### src/rtl/snn_sorter_pkg.sv
// snn_sorter_pkg: shared state encoding and width helpers for the image sorter
package snn_sorter_pkg;

    typedef enum logic [2:0] {IDLE, SCAN, WAIT_BUSY, WAIT_FREE, EOI, DONE} sorter_state_t;

    function automatic int idx_width(input int image_size_bits);
        return image_size_bits + 1;
    endfunction

    function automatic int pix_width(input int pixel_bits);
        return pixel_bits + 1;
    endfunction

    // The end-of-image token is the first index past the last pixel
    function automatic int end_token(input int image_size);
        return image_size;
    endfunction

endpackage

### src/rtl/image_sorter.sv
// image_sorter: emits pixel indices in descending value order over an AER handshake
//   CLK, RST                : clock, async active-high reset
//   IMG_WR_EN/ADDR/DATA     : pixel load port, accepted only while idle
//   START                   : begins one sort pass
//   AERIN_CTRL_BUSY         : downstream stage busy, handshakes every emission
//   NEXT_INDEX, FOUND_NEXT_INDEX : emitted index (or end token) and its one-cycle valid
//   SORTER_BUSY, SORT_DONE  : pass in progress, one-cycle pass completion pulse
module image_sorter
    import snn_sorter_pkg::*;
#(
    parameter int IMAGE_SIZE      = 5,
    parameter int IMAGE_SIZE_BITS = $clog2(IMAGE_SIZE),
    parameter int PIXEL_MAX_VALUE = 10,
    parameter int PIXEL_BITS      = $clog2(PIXEL_MAX_VALUE)
) (
    input  logic                   CLK,
    input  logic                   RST,
    input  logic                   IMG_WR_EN,
    input  logic [IMAGE_SIZE_BITS:0] IMG_WR_ADDR,
    input  logic [PIXEL_BITS:0]    IMG_WR_DATA,
    input  logic                   START,
    input  logic                   AERIN_CTRL_BUSY,
    output logic [IMAGE_SIZE_BITS:0] NEXT_INDEX,
    output logic                   FOUND_NEXT_INDEX,
    output logic                   SORTER_BUSY,
    output logic                   SORT_DONE
);

    localparam int IW = idx_width(IMAGE_SIZE_BITS);
    localparam int PW = pix_width(PIXEL_BITS);
    localparam logic [IW-1:0] END_TOKEN = IW'(end_token(IMAGE_SIZE));
    localparam logic [IW-1:0] IDX_LAST  = IW'(IMAGE_SIZE - 1);
    localparam logic [PW-1:0] V_MAX     = PW'(PIXEL_MAX_VALUE);
    localparam logic [PW-1:0] V_ONE     = PW'(1);

    sorter_state_t r_state;
    logic [PW-1:0] r_pix [IMAGE_SIZE];
    logic [PW-1:0] r_v;
    logic [IW-1:0] r_i;
    logic [IW-1:0] r_next_index;
    logic          r_found;
    logic          r_done;
    logic          r_last;
    logic          r_eoi;

    logic w_match;
    logic w_wrap;
    logic w_last;

    assign w_match = r_pix[r_i[IMAGE_SIZE_BITS-1:0]] == r_v;
    assign w_wrap  = r_i == IDX_LAST;
    // v never reaches 0 while scanning, so zero pixels can never match
    assign w_last  = w_wrap && r_v == V_ONE;

    always_ff @(posedge CLK or posedge RST) begin
        if (RST) begin
            r_state      <= IDLE;
            r_pix        <= '{default: '0};
            r_v          <= V_MAX;
            r_i          <= '0;
            r_next_index <= '0;
            r_found      <= 1'b0;
            r_done       <= 1'b0;
            r_last       <= 1'b0;
            r_eoi        <= 1'b0;
        end else begin
            r_found <= 1'b0;
            r_done  <= 1'b0;
            case (r_state)
                IDLE: begin
                    if (IMG_WR_EN && IMG_WR_ADDR < END_TOKEN)
                        r_pix[IMG_WR_ADDR[IMAGE_SIZE_BITS-1:0]] <= IMG_WR_DATA > V_MAX ? V_MAX : IMG_WR_DATA;
                    if (START) begin
                        r_state <= SCAN;
                        r_v     <= V_MAX;
                        r_i     <= '0;
                        r_last  <= 1'b0;
                        r_eoi   <= 1'b0;
                    end
                end
                SCAN: begin
                    r_i    <= w_wrap ? '0 : r_i + 1'b1;
                    r_v    <= w_wrap ? r_v - 1'b1 : r_v;
                    // remembers that the match just emitted was the final scan position
                    r_last <= w_last;
                    if (w_match) begin
                        r_next_index <= r_i;
                        r_found      <= 1'b1;
                        r_state      <= WAIT_BUSY;
                    end else if (w_last) begin
                        r_state <= EOI;
                    end
                end
                WAIT_BUSY: if (AERIN_CTRL_BUSY) r_state <= WAIT_FREE;
                WAIT_FREE: begin
                    if (!AERIN_CTRL_BUSY) begin
                        r_state <= r_eoi ? DONE : r_last ? EOI : SCAN;
                        r_done  <= r_eoi;
                    end
                end
                EOI: begin
                    r_next_index <= END_TOKEN;
                    r_found      <= 1'b1;
                    r_eoi        <= 1'b1;
                    r_state      <= WAIT_BUSY;
                end
                DONE: begin
                    r_state <= IDLE;
                    r_v     <= V_MAX;
                    r_i     <= '0;
                    r_eoi   <= 1'b0;
                    r_last  <= 1'b0;
                end
                default: r_state <= IDLE;
            endcase
        end
    end

    assign NEXT_INDEX       = r_next_index;
    assign FOUND_NEXT_INDEX = r_found;
    assign SORT_DONE        = r_done;
    assign SORTER_BUSY      = r_state != IDLE;

endmodule

### config.mk
export PLATFORM = sky130hd
export DESIGN_NAME = image_sorter
export DESIGN_NICKNAME = d
export VERILOG_FILES = /design/src/rtl/snn_sorter_pkg.sv /design/src/rtl/image_sorter.sv
export SDC_FILE = /design/constraint.sdc
export NUM_CORES = 1
export LEC_CHECK = 0
export CAP_MARGIN = 15
export CORE_AREA = 4 4 96 98
export CTS_CLUSTER_DIAMETER = 50
export DETAILED_ROUTE_END_ITERATION = 10
export DIE_AREA = 0 0 100 102
export GPL_TIMING_DRIVEN = 0
export SLEW_MARGIN = 40
export SYNTH_ARGS = -nofsm -noshare
export SYNTH_HDL_FRONTEND = slang
export SYNTH_SLANG_ARGS = --single-unit
### constraint.sdc
create_clock -name CLK -period 2.1 [get_ports CLK]
set_input_delay 0.315 -clock CLK [delete_from_list [all_inputs] [get_ports CLK]]
set_output_delay 0.315 -clock CLK [all_outputs]
set_load 0.005 [all_outputs]
==> out/metrics.yaml, run 1 <==
status:
  status: "complete, but fails checks"
  violations: "negative setup slack"
final_layout:
  design_area_sq_um: 3441
  final_util_pct: 40.64
  layout.nets: 314
  nFillCells: 827
  syn_to_final_growth_pct: 41.32
  drive_gt1_share_pct: 33.67
  diodes: 0
drt:
  ant_nets: 0
  dr.first_iter.drc_count: 72
  dr.pass1.iters: 4
  routed_wl_um: 5759
  viasPerCell: 4.780
  wl_per_cell_um: 14.22
  vias: 1936
  drc: 0
floorplan:
  row_count: 34
  fp.dieW_um: 100
  start_util_pct: 28.76
  die_y_um: 102
  design.core.area_sq_um: 8466
  fp.dieArea_sq_um: 10200
  io_pins: 21
placed_design:
  portBuffers: 20
  place_area_sq_um: 2829
  place_congestion: 0.7241
  dp_hpwl_um: 3768
  place_ws_ns: -0.4910
global_route:
  grt_pass1_wl_um: 9108
  grt_overflow: 0
  antenna_found_initial: 0
  grt_use_total_pct: 11.15
  grt_max_degree: 28
  grt_pass1_vias: 1879
logic_synthesis:
  ys.flop_type: "dfrtp_1"
  synth-seq-cells: 45
  syn_inst: 236
  ys_warn_count: 0
  yosysTopAreaCell: "dfrtp_1"
  synth-edff-count: 0
  ys_seq_area_share_pct: 46.35
  syn_nets: 254
  ys_top_cells_by_area: "dfrtp_1, mux2i_1, o21ai_0"
  syn-cell-area_sq_um: 2435
  yosysTopAreaCellShare_pct: 44.19
  synth.distinct_cells: 52
  avgSynthCellArea_sq_um: 10.32
  ys_top_cells_by_count: "dfrtp_1, nand2_1, nor2_1, o21ai_0, a21oi_1"
  synth.most_common_cell: "dfrtp_1"
  synthArstFlopShare_pct: 100.0
timing:
  slew_headroom_pct: 39.50
  clock.fmax_mhz: 430.2
  fin_worst_skew_ns: 0.002871
  setup_slack_ns: -0.2244
  setup_violations: 22
  period_share_pct: 110.7
  period_minus_slack_ns: 2.324
  whs_ns: 0.3099
  slew_viol_final: 0
  rsz0062_at_grt: "true"
  tightestPinTransition_ns: 0.9021
  finalHoldViolations: 0
critical_path:
  cp_max_fo: 7
  crit_arrival_ns: 2.51
  worst_r2r_endpoint: "NEXT_INDEX[2]"
  path_cells: "buf_6, buf_4, buf_6, nand3b_1, a21oi_1, or3_1, a222oi_1, buf_4, nand3_4, mux2_4"
  critPathBufInv: 4
  crit_slowest_cell: "dfrtp_1"
  path_class: "reg2reg"
  cp-start-kind: "flop"
  cp_top_family: "buffers and inverters"
  max_stage_delay_ns: 0.41
  critPathRequiredTime_ns: 2.28
  r2r_slack_ns: -0.22
  end_kind: "flop"
  ff2ff_path_depth: 10
  reg2reg_from: "r_i[1]"
clock_tree:
  clk_latency_ns: 0.29
  htreeDepth: 2
  cts_buffers: 5
  cts_hold_buffers: 0
  cts_sinks: 45
  clock_path_buffers: 2
  cts.clk_slew.worst_paths_ns: 0.08
  root_buffer: "clkbuf_8"
  cts_tree: "done"
power_and_ir_drop:
  p_sw_mw: 1.517
  power_mw: 4.167
  p_int_mw: 2.650
  p_clk_share_pct: 16.2
  pwr-share-comb_pct: 52.1
  pwr-share-seq_pct: 31.6
  p_leak_nw: 1.499
  switching_share_pct: 36.41
  ir_drop_uv: 464.0
  powerDensity_nw_per_um2: 1211
min_path:
  hold_path_class: "in2async"
run:
  cap_violations: 0
timing repair:
action / 4_1_cts / 5_1_grt
setup buffers: 20 / 13
pin swaps: 10 / 14
endpoints found under the setup margin: 25 / 35
gates resized for setup: 18 / 53
worst reg2reg max path: stages (launching register included):
cell and delay, ns:
dfrtp_1 0.41, buf_6 0.15, buf_4 0.13, buf_6 0.12, nand3b_1 0.07, a21oi_1 0.08, or3_1 0.34, a222oi_1 0.30
buf_4 0.19, nand3_4 0.10, mux2_4 0.32
worst max path at each step:
stage / start / end / slack [ns] / depth (start not counted)
after floorplan: r_state[0] / r_pix[0] / -0.16 / 5
after global placement: r_i[1] / NEXT_INDEX[2] / -0.52 / 8
after detailed placement: r_i[1] / NEXT_INDEX[2] / -0.49 / 8
after CTS: r_i[1] / NEXT_INDEX[2] / -0.19 / 9
after global routing: r_i[1] / NEXT_INDEX[2] / -0.33 / 9
final: r_i[1] / NEXT_INDEX[2] / -0.22 / 10
layout make-up:
cell class	instances	area (sq um)	area share (%)
Tap cell	108	135.1	3.927
Clock inverter	1	30.03	0.8727
Inverter	9	46.29	1.345
Sequential cell	45	1129	32.80
Multi-Input combinational cell	171	1411	41.02
Clock buffer	7	86.33	2.509
Timing Repair Buffer	54	520.5	15.13
Buffer	10	82.58	2.400
layer usage:
metal	vias to the layer above	GRT usage, %	routed length [um]
met5	-	0	0
met4	0	2.487	40
met3	5	2.253	250
met2	35	17.65	2657
met1	927	15.83	2811
li1	969	-	-
registers in the layout, indices dropped and copies added, names as in the netlist:
register          flops
r_v                   5
r_last                1
r_state               3
FOUND_NEXT_INDEX      1
r_pix                25
NEXT_INDEX            4
r_i                   4
SORT_DONE             1
r_eoi                 1
metrics by stage:
| step | std cells | TNS [ns] |
|---|---|---|
| after floorplan | 236 | -0.4803 |
| after detailed placement | 365 | -4.405 |
| after global placement | 364 | -13.44 |
| final | 405 | -2.019 |
| after global routing | 405 | -4.570 |
| after CTS | 392 | -1.087 |
layout by cell type, fill, tap and decap left out, types with 3 or more instances in the layout:
cell type,synthesis,final
buf_4,2,20
nand2b_1,7,7
a21oi_1,14,9
xnor2_1,4,3
buf_6,2,18
nand3_1,5,3
inv_1,9,6
o21ai_0,16,9
a21oi_2,0,5
dfrtp_1,43,43
nand3b_1,8,8
xor2_1,3,3
clkbuf_1,4,5
mux2i_1,13,12
o211ai_1,3,3
nand2_1,20,15
nand2_2,0,4
nor3_1,5,4
o21ai_1,0,5
nor2_2,0,3
nor2_1,20,14
mux2_4,2,8
nor2_4,0,3
ha_1,4,3
clkdlybuf4s50_1,0,20
or3_1,3,3
clkbuf_8,0,6
kinds of logic (layout without fill, tap and decap cells):
logic type,count (synthesis),after routing,synth area share (%)
mux,23,23,10.28
buf+inv,20,81,4.162
compound gates,50,50,12.95
simple gates,87,87,21.68
flops,45,45,46.35
xor+xnor,7,7,2.518
fa+ha+maj,4,4,2.056
power by group through the flow:
stage,sequential [mW],clock [mW],combinational [mW]
after floorplan,1.28,0,1.07
after global placement,1.31,0,1.43
after detailed placement,1.32,0,1.46
after CTS,1.30,0.692,1.76
after global routing,1.35,0.727,2.37
final,1.32,0.675,2.17
(Power assumes the default switching activity.)
==> inputs of run 2 (changes only) <==
- CORE_AREA: 4 4 96 98 -> 3 3 95 97
- DIE_AREA: 0 0 100 102 -> 0 0 98 100
==> out/metrics.yaml, run 2 (synthesis results as in run 1) <==
placed_design:
  dp_hpwl_um: 3814  # +1.2%
  place_area_sq_um: 2825  # -0.13%
  place_ws_ns: -0.4541  # +0.03683 ns
  portBuffers: 20  # unchanged
  place_congestion: 0.7831  # +8.1%
drt:
  vias: 1929  # -0.36%
  ant_nets: 0  # unchanged
  drc: 0  # unchanged
  routed_wl_um: 5613  # -2.5%
  viasPerCell: 4.847  # +1.4%
  wl_per_cell_um: 14.10  # -0.82%
  dr.first_iter.drc_count: 96  # +33%
  dr.pass1.iters: 4  # unchanged
timing:
  clock.fmax_mhz: 433.9  # +0.86%
  setup_slack_ns: -0.2046  # +0.01983 ns
  rsz0062_at_grt: "true"
  tightestPinTransition_ns: 0.7176  # -0.1845 ns
  fin_worst_skew_ns: 0.002287  # -0.0005841 ns
  period_minus_slack_ns: 2.305  # -0.01983 ns
  slew_viol_final: 0  # unchanged
  setup_violations: 16  # -27%
  period_share_pct: 109.7  # -0.94 points
  slew_headroom_pct: 51.87  # +12 points
  finalHoldViolations: 0  # unchanged
final_layout:
  drive_gt1_share_pct: 29.69  # -4.0 points
  syn_to_final_growth_pct: 35.46
  regMostFlops: "r_pix"
  final_common_cell: "dfrtp_1"
  largest_reg_flops: 25  # unchanged
  design_area_sq_um: 3298  # -4.1%
  layout.nets: 310  # -1.3%
  final_cell_mix: "dfrtp_1, buf_4, clkdlybuf4s50_1"
  nFillCells: 824  # -0.36%
  top_regs: "r_pix x25, r_v x5"
  diodes: 0  # unchanged
floorplan:
  io_pins: 21  # unchanged
  fp.dieW_um: 98  # -2.0%
  die_y_um: 100  # -2.0%
  fp.dieArea_sq_um: 9800  # -3.9%
  row_count: 33  # -2.9%
  design.core.area_sq_um: 8217  # -2.9%
  start_util_pct: 29.63  # +0.87 points
power_and_ir_drop:
  p_leak_nw: 1.452  # -3.2%
  ir_drop_uv: 441.5  # -4.9%
  power_mw: 3.857  # -7.4%
  powerDensity_nw_per_um2: 1170  # -3.4%
clock_tree:
  clk_latency_ns: 0.29  # about the same
  cts_sinks: 45  # unchanged
  cts_tree: "done"
  htreeDepth: 2  # unchanged
  clock_path_buffers: 2  # unchanged
  cts.clk_slew.worst_paths_ns: 0.08  # about the same
  cts_buffers: 5  # unchanged
  root_buffer: "clkbuf_8"
  cts_hold_buffers: 0  # unchanged
critical_path:
  worst_r2r_endpoint: "NEXT_INDEX[2]"
  ff2ff_path_depth: 10  # unchanged
  path_class: "reg2reg"
  critPathRequiredTime_ns: 2.28  # about the same
  r2r_slack_ns: -0.20  # +0.02 ns
  cp-start-kind: "flop"
  reg2reg_from: "r_i[1]"
  end_kind: "flop"
  critPathCapture: "NEXT_INDEX[2]"
  crit_arrival_ns: 2.49  # -0.02 ns
  crit_start: "r_i[1]"
  cp_max_fo: 8  # +1
global_route:
  antenna_found_initial: 0  # unchanged
  grt_overflow: 0  # unchanged
  grt_pass1_wl_um: 9370  # +2.9%
  grt_max_degree: 29  # +3.6%
  grt_use_total_pct: 11.63  # +0.48 points
  grt_pass1_vias: 1851  # -1.5%
min_path:
  hold_path_class: "in2async"
run:
  cap_violations: 0  # unchanged
status:
  status: "complete, but fails checks"
  violations: "negative setup slack"
==> run 2: cell count changes in the layout (fill, tap and decap cells not counted), sizes merged <==
cell    previous run  this run
clkinv             0         2
bufinv             1         0
clkbuf            11        10
buf               40        36
==> run 2: how the worst min path moves through the flow <==
stage / cells past startpoint / slack, ns / to / from
floorplan: 2 / 0.45 / r_pix[3] / r_pix[3]
global placement: 2 / 0.46 / r_pix[8] / r_pix[8]
detailed placement: 1 / 0.47 / r_pix[9] / r_pix[9]
CTS: 2 / 0.31 / NEXT_INDEX[1] / RST
global route: 2 / 0.32 / NEXT_INDEX[1] / RST
finish: 2 / 0.31 / NEXT_INDEX[1] / RST
==> run 2: layout make-up <==
type	count	area, sq um	share of cell area, %
Multi-Input combinational cell	171	1361	41.27
Clock buffer	6	72.57	2.200
Clock inverter	2	10.01	0.3035
Inverter	9	38.79	1.176
Buffer	10	78.83	2.390
Sequential cell	45	1130	34.26
Tap cell	105	131.4	3.983
Timing Repair Buffer	50	475.5	14.42
==> run 2: timing repair <==
| item | 4_1_cts | 5_1_grt |
|---|---|---|
| pin swaps | 8 | 11 |
| endpoints found under the setup margin | 26 | 30 |
| setup buffers | 22 | 7 |
| gates resized for setup | 16 | 33 |
==> run 2: power breakdown <==
group	switching [mW]	internal (mW)	total [mW]	leakage (nW)
Clock	0.290	0.231	0.522	0.0450
Sequential	0.196	1.13	1.32	0.589
Combinational	0.955	1.06	2.01	0.818
Total	1.44	2.42	3.86	1.45
==> run 2: stage by stage <==
stage	cells	TNS [ns]	hold slack, ns	utilization [%]
2_1_floorplan	236	-0.4803	0.4480	-
3_5_place_dp	362	-4.468	0.4707	34.38
4_1_cts	391	-1.462	0.3060	38.08
3_3_place_gp	361	-15.47	0.4624	34.11
5_1_grt	398	-3.191	0.3237	40.14
6_report	398	-1.601	0.3051	40.14
==> run 2: per-layer routing <==
| metal | share of wire, % | global-route usage (%) | vias to the layer above |
|---|---|---|---|
| met5 | 0 | 0 | - |
| met4 | 0.16 | 1.917 | 0 |
| met3 | 3.6 | 2.432 | 2 |
| met2 | 47 | 18.53 | 40 |
| met1 | 49 | 16.62 | 935 |
| li1 | - | - | 952 |
==> run 2: worst max-delay path, stage by stage (launching register included) <==
cell and delay (ns):
dfrtp_1 0.40, buf_6 0.15, buf_8 0.13, buf_4 0.12, buf_4 0.14, o2111ai_1 0.18, o41ai_1 0.12, a2111oi_2 0.34
buf_4 0.19, nand3_4 0.09, mux2_4 0.32
